<file path="src/rtl/mprj_io_cfg_pkg.sv">
// rtl/mprj_io_cfg_pkg.sv - shared constants, config word layout and FSM states for the IO config loader
//
// Purpose: common definitions for mprj_io_cfg_loader and its serial clock generator.
// Ports: none (package).

package mprj_io_cfg_pkg;

    // Pads in the user IO chain and config bits per pad.
    localparam int MPRJ_IO_PADS = 38;
    localparam int CFG_BITS     = 13;

    // Field offsets inside one pad config word.
    // enh and hldh_n share a bit: the pad needs them released together,
    // so one bit drives both.
    localparam int CFG_MGMT_EN_OFS     = 0;
    localparam int CFG_OEB_OFS         = 1;
    localparam int CFG_HLDH_N_OFS      = 2;
    localparam int CFG_ENH_OFS         = 2;
    localparam int CFG_INP_DIS_OFS     = 3;
    localparam int CFG_IB_MODE_SEL_OFS = 4;
    localparam int CFG_ANALOG_EN_OFS   = 5;
    localparam int CFG_ANALOG_SEL_OFS  = 6;
    localparam int CFG_ANALOG_POL_OFS  = 7;
    localparam int CFG_SLOW_SEL_OFS    = 8;
    localparam int CFG_VTRIP_SEL_OFS   = 9;
    localparam int CFG_DM_OFS          = 10;
    localparam int CFG_DM_W            = 3;

    // Loader sequencing states.
    typedef enum logic [2:0] {
        ST_IDLE  = 3'd0,
        ST_FETCH = 3'd1,
        ST_SHIFT = 3'd2,
        ST_LOAD  = 3'd3,
        ST_DONE  = 3'd4
    } cfg_state_t;

endpackage

</file>
<file path="src/rtl/mprj_io_cfg_sclk_gen.sv">
// rtl/mprj_io_cfg_sclk_gen.sv - divided serial clock phase counter for the IO config chain
//
// Purpose: counts 2*CLK_DIV wb_clk cycles per serial bit while enabled.
// Ports:
//   i_clk          system clock
//   i_rst          asynchronous active-high reset
//   i_en           run the phase counter; when low the counter is held at 0
//   o_phase_rise   high in the last cycle of the low phase (clock rises next)
//   o_bit_end      high in the last cycle of the high phase (bit finishes next)

module mprj_io_cfg_sclk_gen #(
    parameter int CLK_DIV = 2
) (
    input  logic i_clk,
    input  logic i_rst,
    input  logic i_en,
    output logic o_phase_rise,
    output logic o_bit_end
);

    localparam int CNT_W = (2 * CLK_DIV > 1) ? $clog2(2 * CLK_DIV) : 1;
    localparam logic [CNT_W-1:0] RISE_AT = CNT_W'(CLK_DIV - 1);
    localparam logic [CNT_W-1:0] END_AT  = CNT_W'(2 * CLK_DIV - 1);

    logic [CNT_W-1:0] r_cnt;

    always_ff @(posedge i_clk or posedge i_rst) begin
        if (i_rst) begin
            r_cnt <= '0;
        end else if (!i_en || (r_cnt == END_AT)) begin
            r_cnt <= '0;
        end else begin
            r_cnt <= r_cnt + 1'b1;
        end
    end

    assign o_phase_rise = i_en && (r_cnt == RISE_AT);
    assign o_bit_end    = i_en && (r_cnt == END_AT);

endmodule

</file>
<file path="src/rtl/mprj_io_cfg_loader.sv">
// rtl/mprj_io_cfg_loader.sv - serializes per-pad config words into the user IO config shift chain
//
// Purpose: on xfer_start, fetch one word per pad (highest index first), shift
// it MSB first on a divided serial clock, then pulse serial_load once.
// Ports:
//   wb_clk_i         system clock
//   wb_rst_i         asynchronous active-high reset
//   xfer_start       single-cycle request to load the whole chain
//   xfer_busy        high while a transfer is in progress
//   xfer_done        one-cycle pulse when a transfer completes
//   cfg_idx          pad index whose word is being fetched
//   cfg_word         config word for cfg_idx (combinational read)
//   serial_clock     chain shift clock
//   serial_data_out  chain shift data
//   serial_load      chain parallel-load strobe
//   serial_resetn    chain reset, active low

module mprj_io_cfg_loader
    import mprj_io_cfg_pkg::*;
#(
    parameter int NUM_PADS = MPRJ_IO_PADS,
    parameter int CFG_BITS = mprj_io_cfg_pkg::CFG_BITS,
    parameter int CLK_DIV  = 2,
    localparam int IDX_W   = (NUM_PADS > 1) ? $clog2(NUM_PADS) : 1
) (
    input  logic                wb_clk_i,
    input  logic                wb_rst_i,
    input  logic                xfer_start,
    output logic                xfer_busy,
    output logic                xfer_done,
    output logic [IDX_W-1:0]    cfg_idx,
    input  logic [CFG_BITS-1:0] cfg_word,
    output logic                serial_clock,
    output logic                serial_data_out,
    output logic                serial_load,
    output logic                serial_resetn
);

    localparam int BIT_W = (CFG_BITS > 1) ? $clog2(CFG_BITS) : 1;
    localparam logic [IDX_W-1:0] IDX_TOP = IDX_W'(NUM_PADS - 1);
    localparam logic [BIT_W-1:0] BIT_TOP = BIT_W'(CFG_BITS - 1);

    cfg_state_t          r_state;
    cfg_state_t          w_state_next;
    logic [CFG_BITS-1:0] r_shift;
    logic [CFG_BITS-1:0] w_shift_next;
    logic [BIT_W-1:0]    r_bit_cnt;
    logic [IDX_W-1:0]    r_idx;
    logic                r_busy;
    logic                r_done;
    logic                r_sclk;
    logic                r_sdo;
    logic                r_load;
    logic                r_resetn;
    logic                w_sclk_en;
    logic                w_phase_rise;
    logic                w_bit_end;
    logic                w_last_bit;

    // The phase counter also times the load strobe: it wraps to 0 on the
    // last bit, so LOAD ends on the first phase_rise, CLK_DIV cycles later.
    assign w_sclk_en = (r_state == ST_SHIFT) || (r_state == ST_LOAD);

    mprj_io_cfg_sclk_gen #(
        .CLK_DIV (CLK_DIV)
    ) u_sclk_gen (
        .i_clk        (wb_clk_i),
        .i_rst        (wb_rst_i),
        .i_en         (w_sclk_en),
        .o_phase_rise (w_phase_rise),
        .o_bit_end    (w_bit_end)
    );

    assign w_last_bit = w_bit_end && (r_bit_cnt == '0);

    always_ff @(posedge wb_clk_i or posedge wb_rst_i) begin
        if (wb_rst_i) begin
            r_state <= ST_IDLE;
        end else begin
            r_state <= w_state_next;
        end
    end

    always_comb begin
        w_state_next = r_state;
        w_shift_next = r_shift;
        case (r_state)
            ST_IDLE: begin
                if (xfer_start) begin
                    w_state_next = ST_FETCH;
                end
            end
            ST_FETCH: begin
                w_shift_next = cfg_word;
                w_state_next = ST_SHIFT;
            end
            ST_SHIFT: begin
                if (w_bit_end) begin
                    w_shift_next = r_shift << 1;
                end
                if (w_last_bit) begin
                    w_state_next = (r_idx == '0) ? ST_LOAD : ST_FETCH;
                end
            end
            ST_LOAD: begin
                if (w_phase_rise) begin
                    w_state_next = ST_DONE;
                end
            end
            ST_DONE: begin
                w_state_next = ST_IDLE;
            end
            default: begin
                w_state_next = ST_IDLE;
            end
        endcase
    end

    // Outputs are registered from the next-state view so each one is valid
    // in the same cycle as the state it belongs to.
    always_ff @(posedge wb_clk_i or posedge wb_rst_i) begin
        if (wb_rst_i) begin
            r_shift   <= '0;
            r_bit_cnt <= '0;
            r_idx     <= IDX_TOP;
            r_busy    <= 1'b0;
            r_done    <= 1'b0;
            r_sclk    <= 1'b0;
            r_sdo     <= 1'b0;
            r_load    <= 1'b0;
            r_resetn  <= 1'b0;
        end else begin
            r_resetn <= 1'b1;
            r_shift  <= w_shift_next;

            if (r_state == ST_FETCH) begin
                r_bit_cnt <= BIT_TOP;
            end else if ((r_state == ST_SHIFT) && w_bit_end && (r_bit_cnt != '0)) begin
                r_bit_cnt <= r_bit_cnt - 1'b1;
            end

            // The index only moves on the edge leaving a pad's last bit, so it
            // stays put across that pad's FETCH and SHIFT.
            if ((r_state == ST_IDLE) || (r_state == ST_DONE)) begin
                r_idx <= IDX_TOP;
            end else if ((r_state == ST_SHIFT) && w_last_bit && (r_idx != '0)) begin
                r_idx <= r_idx - 1'b1;
            end

            r_busy <= (w_state_next == ST_FETCH) || (w_state_next == ST_SHIFT) ||
                      (w_state_next == ST_LOAD);
            r_done <= (w_state_next == ST_DONE);
            r_load <= (w_state_next == ST_LOAD);

            if (r_state != ST_SHIFT) begin
                r_sclk <= 1'b0;
            end else if (w_phase_rise) begin
                r_sclk <= 1'b1;
            end else if (w_bit_end) begin
                r_sclk <= 1'b0;
            end

            // Data follows the shift register MSB, which only moves on the
            // edge that also drops the serial clock.
            r_sdo <= (w_state_next == ST_SHIFT) ? w_shift_next[CFG_BITS-1] : 1'b0;
        end
    end

    assign xfer_busy       = r_busy;
    assign xfer_done       = r_done;
    assign cfg_idx         = r_idx;
    assign serial_clock    = r_sclk;
    assign serial_data_out = r_sdo;
    assign serial_load     = r_load;
    assign serial_resetn   = r_resetn;

endmodule

</file>
<file path="config.mk">
export PLATFORM = sky130hd
export DESIGN_NAME = mprj_io_cfg_loader
export DESIGN_NICKNAME = d
export VERILOG_FILES = /design/src/rtl/mprj_io_cfg_pkg.sv /design/src/rtl/mprj_io_cfg_sclk_gen.sv /design/src/rtl/mprj_io_cfg_loader.sv
export SDC_FILE = /design/constraint.sdc
export NUM_CORES = 1
export LEC_CHECK = 0
export BUFFER_PORTS_ARGS = -buffer_cell sky130_fd_sc_hd__buf_2
export CORE_MARGIN = 1.5
export CORE_UTILIZATION = 41
export CTS_CLUSTER_DIAMETER = 30
export DETAILED_ROUTE_END_ITERATION = 10
export HOLD_SLACK_MARGIN = 0.06
export PLACE_DENSITY_LB_ADDON = 0.08
export SLEW_MARGIN = 30
export SYNTH_ARGS = -nofsm -noshare
export SYNTH_HDL_FRONTEND = slang
export SYNTH_SLANG_ARGS = --single-unit
</file>
<file path="constraint.sdc">
create_clock -name wb_clk_i -period 2.78 [get_ports wb_clk_i]
set_input_delay 0.417 -clock wb_clk_i [delete_from_list [all_inputs] [get_ports wb_clk_i]]
set_output_delay 0.417 -clock wb_clk_i [all_outputs]
set_load 0.02 [all_outputs]
</file>
# Word level (Yosys, flattened, before mapping)

Cells that the tools add are included.

Input bits: 16
Output and inout bits: 12
Logic and storage cells: 66
Bits in registers: 34

Add/subtract/negate cells: 3
Equal/unequal tests: 12
Multiplexer cells: 16
Reductions and logical operators: 23

Operator list:

| kind                | number |
|---|---|
| $pmux 13 s2         | 1 |
| $mux 13             | 1 |
| $eq 3x2->1 const B  | 4 |
| $mux 6              | 2 |
| $pmux 3 s4          | 1 |
| $mux 3              | 3 |
| $mux 4              | 2 |
| $logic_and 1x1->1   | 7 |
| $eq 3x1->1 const B  | 2 |
| $eq 3x3->1 const B  | 2 |
| $logic_not 6->1     | 1 |
| $reduce_bool 2->1   | 3 |
| $reduce_bool 6->1   | 1 |
| $sub 6x1->6 const B | 1 |
| $logic_or 1x1->1    | 5 |
| $logic_not 4->1     | 1 |
| $mux 1              | 4 |
| $mux 2              | 2 |
| $reduce_bool 4->1   | 1 |
| $sub 4x1->4 const B | 1 |
| $logic_not 3->1     | 1 |
| $ne 3x2->1 const B  | 1 |
| $reduce_bool 3->1   | 1 |
| $add 2x1->2 const B | 1 |
| 5 further kinds     | 5 |

# Depth between registers and ports, before layout

Word-level depth: 9
Depth in mapped cells: 6
Gate-level depth less buffers: 6

# Cells and area by module

A second synthesis with hierarchy kept.

Cells, all modules: 159
Area, all modules: 1694.1 um2

By module, submodules not included:

| module               | instances | cells each | seq. area each (um2) | area each (um2) |
|---|---|---|---|---|
| mprj_io_cfg_loader   | 1         | 149        | 804.5                | 1574.0 |
| mprj_io_cfg_sclk_gen | 1         | 10         | 50.0                 | 120.1 |

# Least setup slack after synthesis

No wires, ideal clock.

Kind: register -> register
From: register r_bit_cnt[0]
To: register r_bit_cnt[2]
Arrival time: 1531 ps
Stages on the path, launching flop included: 7
Buffers on the path: 0
Setup slack: 1122 ps
Clock period less this slack: 1658 ps
Required time: 2653 ps
Setup time: 127 ps
Cells stage by stage: dfrtp_1 > inv_1 > ha_1 > or3b_2 > a31oi_1 > a31oi_1 > or2_2

Longest elaborated chain between the ends: 3
Elaborated cells between the ends (all ways): 6
Those cells by class: add/sub: 1; mux: 2; reduce/logical: 3

Ends and longest elaborated chain:

| element                                                 | RTL line                                             | text |
|---|---|---|
| from (decl)                                             | mprj_io_cfg_loader.sv:47                             | `logic [BIT_W-1:0] r_bit_cnt;` |
| from (signal assigned)                                  | mprj_io_cfg_loader.sv:139                            | `r_bit_cnt <= r_bit_cnt - 1'b1;` |
| $sub 4x1->4 / $reduce_bool 4->1 (equally long branches) | mprj_io_cfg_loader.sv:139, mprj_io_cfg_loader.sv:138 |  |
| $mux 4 / $logic_and 1x1->1 (equally long branches)      | mprj_io_cfg_loader.sv:138                            | `end else if ((r_state == ST_SHIFT) && w_bit_end && (r_bit_cnt != '0)) begin` |
| $mux 4 / $reduce_bool 2->1 (equally long branches)      | --                                                   |  |

Several ways; a longest one is shown, not always the timed one. The select of a mux whose other input is x is not followed.
A chain may end at the register's enable or synchronous reset.

# Worst setup path after layout

From: register u_sclk_gen.r_cnt[0]
To: register r_idx[4] (netlist: cfg_idx[4])

Longest elaborated chain between the ends: 6

Ends and longest elaborated chain:

| element                            | RTL line                   | text |
|---|---|---|
| from (decl)                        | mprj_io_cfg_sclk_gen.sv:25 | `logic [CNT_W-1:0] r_cnt;` |
| from (signal assigned)             | mprj_io_cfg_sclk_gen.sv:33 | `r_cnt <= r_cnt + 1'b1;` |
| $eq 2x2->1                         | mprj_io_cfg_sclk_gen.sv:38 | `assign o_bit_end = i_en && (r_cnt == END_AT);` |
| $logic_and 1x1->1                  | mprj_io_cfg_sclk_gen.sv:38 |  |
| $logic_and 1x1->1                  | mprj_io_cfg_loader.sv:74   | `assign w_last_bit = w_bit_end && (r_bit_cnt == '0);` |
| $logic_and 1x1->1 (2 in series)    | mprj_io_cfg_loader.sv:146  | `end else if ((r_state == ST_SHIFT) && w_last_bit && (r_idx != '0)) begin` |
| $reduce_bool 2->1 (no source line) | --                         |  |
| to (signal assigned)               | mprj_io_cfg_loader.sv:147  | `r_idx <= r_idx - 1'b1;` |
| to (decl)                          | mprj_io_cfg_loader.sv:48   | `logic [IDX_W-1:0] r_idx;` |

No other way between the ends.

==> impl_metrics.py <==
metrics = {
    "power": {
        "p_sw_frac": 0.3532,
        "p_clk_frac": 0.217,
        "p_leak_uw": 0.0009122,
        "power.density_mw_per_mm2": 899.5,
        "seq_power_share": 0.461,
        "power_frac_comb": 0.322,
        "internal_power_uw": 1106,
        "p_sw_uw": 603.8,
        "peakVddDrop_mv": 0.4324,
    },
    "routing": {
        "drt-initial-drc-count": 46,
        "vias": 1190,
        "route.detailed.drc": 0,
        "wl_per_cell_um": 12.98,
        "ant_nets": 0,
        "viasPerCell": 5.152,
        "drtPass1Iterations": 4,
        "routed_wl_mm": 2.998,
    },
    "floorplanning": {
        "start_util": 0.4352,
        "dieArea_mm2": 0.004361,
        "num_rows": 22,
        "core_region_area_mm2": 0.003744,
        "dieWidth_um": 66.04,
        "fp.dieH_um": 66.04,
        "io_pins": 28,
    },
    "clock_network": {
        "clk_pin_slew_worst_paths_ps": 70,
        "cts_resized": 0,
        "clkLatencyLatePin_ps": 280,
        "tritoncts": "done",
        "h-tree-depth": 2,
        "cts_hold_buf": 0,
        "root_buffer": "clkbuf_8",
        "cts_sinks": 34,
        "numCtsBuffers": 5,
        "post_cts_buffers": 0,
        "cts_buffer_depth": 2,
    },
    "grt": {
        "antenna_found_initial": 0,
        "grtUsageMet2": 0.2652,
        "grt_max_degree": 35,
        "grt.overflow.total": 0,
        "grtUsageTotal": 0.1661,
        "met3_usage": 0.05451,
        "busiest_layer": "met2",
        "met1_usage": 0.2090,
        "grt_first_pass_wirelength_mm": 5.464,
        "first_global_vias": 1183,
    },
    "synthesis": {
        "syn_avg_cell_area_um2": 10.86,
        "ys_warn_count": 0,
        "synthFlopType": "dfrtp_1",
        "yosysSeqAreaShare": 0.5246,
        "syn_area_mm2": 0.001629,
        "syn_inst": 150,
        "synth_seq_cells": 34,
        "synth_cell_types": 40,
        "synthesis.nets": 172,
        "synth_edf_count": 0,
        "synthArstFlopShare": 1.000,
    },
    "setup_path": {
        "ff2ff_path_depth": 5,
        "critical_path_class": "reg2reg",
        "cp-end-kind": "flop",
        "worst-path-max-fanout": 22,
        "reg2reg_slack_ps": 980,
        "critPathLaunch": "u_sclk_gen.r_cnt[0]$_DFF_PP0_",
        "r2r_end": "cfg_idx[4]$_DFFE_PP0P_",
        "rr_startpoint": "u_sclk_gen.r_cnt[0]$_DFF_PP0_",
        "worstPathRequired_ps": 2990,
        "startpoint_type": "flop",
        "worstPathArrival_ps": 2020,
    },
    "timing": {
        "fin_crit_ps": 1802,
        "tightest_slew_ps": 676.4,
        "finalHoldViolCount": 0,
        "fin_crit_sh": 0.6482,
        "slew_headroom": 0.5474,
        "setup_viol": 0,
        "finalSetupTns_ps": 0,
        "grt_setup_unrepaired": "no",
        "skew_ps": 3.065,
        "drv_slew": 0,
        "timing.fmax_mhz": 555.0,
    },
    "placed_design": {
        "gp_congestion": 0.8250,
        "placed_cells": 223,
        "dpl.hpwl_mm": 2.072,
        "port_buffers": 27,
    },
    "min_path": {
        "min_path_type": "in2async",
    },
    "cells_and_area": {
        "fin_util": 0.5077,
        "fillers": 364,
        "antenna_cells": 0,
        "final_layout_size_suffix_gt1_frac": 0.2842,
        "area_growth_pct": 16.67,
        "final_cells": 231,
        "nNetsFinal": 204,
    },
    "run_status": {
        "status": "finished clean",
    },
    "job": {
        "maxCapViolCount": 0,
    },
}
Yosys cell counts, drive strengths merged, types with 3 or more instances:
library cell / count / share of area
nor3: 10 / 0.031
a31oi: 3 / 0.012
a21oi: 4 / 0.015
inv: 8 / 0.018
a22oi: 11 / 0.051
dfstp: 3 / 0.048
ha: 6 / 0.046
nor2: 11 / 0.025
nand2: 24 / 0.055
buf: 5 / 0.023
dfrtp: 31 / 0.48
critical path: stages, from the launching register on:
cell and delay, ps:
dfrtp_1 370, ha_1 250, and4bb_4 470, nand4_2 140, or3b_1 380, a21oi_2 110
final cells by class:
type                       count  area [um2]  area share
clock buffer                   7       86.33     0.04542
clock inverter                 1       5.005    0.002633
inverter                       8       30.03     0.01580
multi-input combinational    103       706.9      0.3720
sequential                    34       854.6      0.4496
tap                           48       60.06     0.03160
timing repair buffer          30       157.7     0.08295
cells in the final DEF, fill, tap and decap left out, drive strengths merged, types with 3 or more instances in the layout:
cell	instances
a21oi	4
a22oi	11
a31oi	3
buf	30
clkbuf	7
dfrtp	31
dfstp	3
ha	6
inv	8
nand2	24
nor2	11
nor3	10
state kept, by name, summed over array words and instances (netlist names), 2 cells and up:
name / count
r_shift: 13
cfg_idx: 6
r_bit_cnt: 4
r_state: 3
u_sclk_gen.r_cnt: 2
per-stage QoR:
stage	instance area (um2)	setup slack, ps	hold slack (ps)	power (uW)
global placement	1809	1022	456.9	1330
global route	1901	853.3	269.0	1858
floorplan	1629	1122	438.1	1210
detailed placement	1809	980.5	465.0	1350
CTS	1901	970.1	226.9	1739
finish	1901	978.1	217.6	1710
logic make-up after synthesis:
family / after synthesis / share of synthesized area
adder cells (fa/ha/maj): 6 / 0.04608
other: 1 / 0.002302
multiplexers: 1 / 0.006145
AO/OA/AOI/OAI: 29 / 0.1505
XOR/XNOR: 3 / 0.01613
AND/OR/NAND/NOR: 63 / 0.2128
flip-flops: 34 / 0.5246
buffers and inverters: 13 / 0.04147
per-layer routing:
metal | up-vias | share of wire | wire, um
met2 | 21 | 0.44 | 1310
met3 | 7 | 0.046 | 138
met4 | 0 | 0.018 | 53
met5 | - | 0 | 0
li1 | 588 | - | -
met1 | 574 | 0.50 | 1494
worst max path at each step:
stage | cells after the start | slack, ps | end
after CTS | 5 | 970 | cfg_idx[4]$_DFFE_PP0P_
after global routing | 5 | 850 | cfg_idx[4]$_DFFE_PP0P_
after floorplan | 6 | 1120 | r_bit_cnt[2]$_DFFE_PP0P_
after global placement | 5 | 1020 | cfg_idx[4]$_DFFE_PP0P_
final | 5 | 980 | cfg_idx[4]$_DFFE_PP0P_
after detailed placement | 5 | 980 | cfg_idx[4]$_DFFE_PP0P_
power groups by stage:
stage	Combinational, uW	Sequential, uW	Clock [uW]
2_1_floorplan	413	797	0
3_3_place_gp	540	789	0
3_5_place_dp	553	797	0
4_1_cts	559	791	389
5_1_grt	633	818	407
6_report	550	789	371
Power figures use the tool's default switching activity.
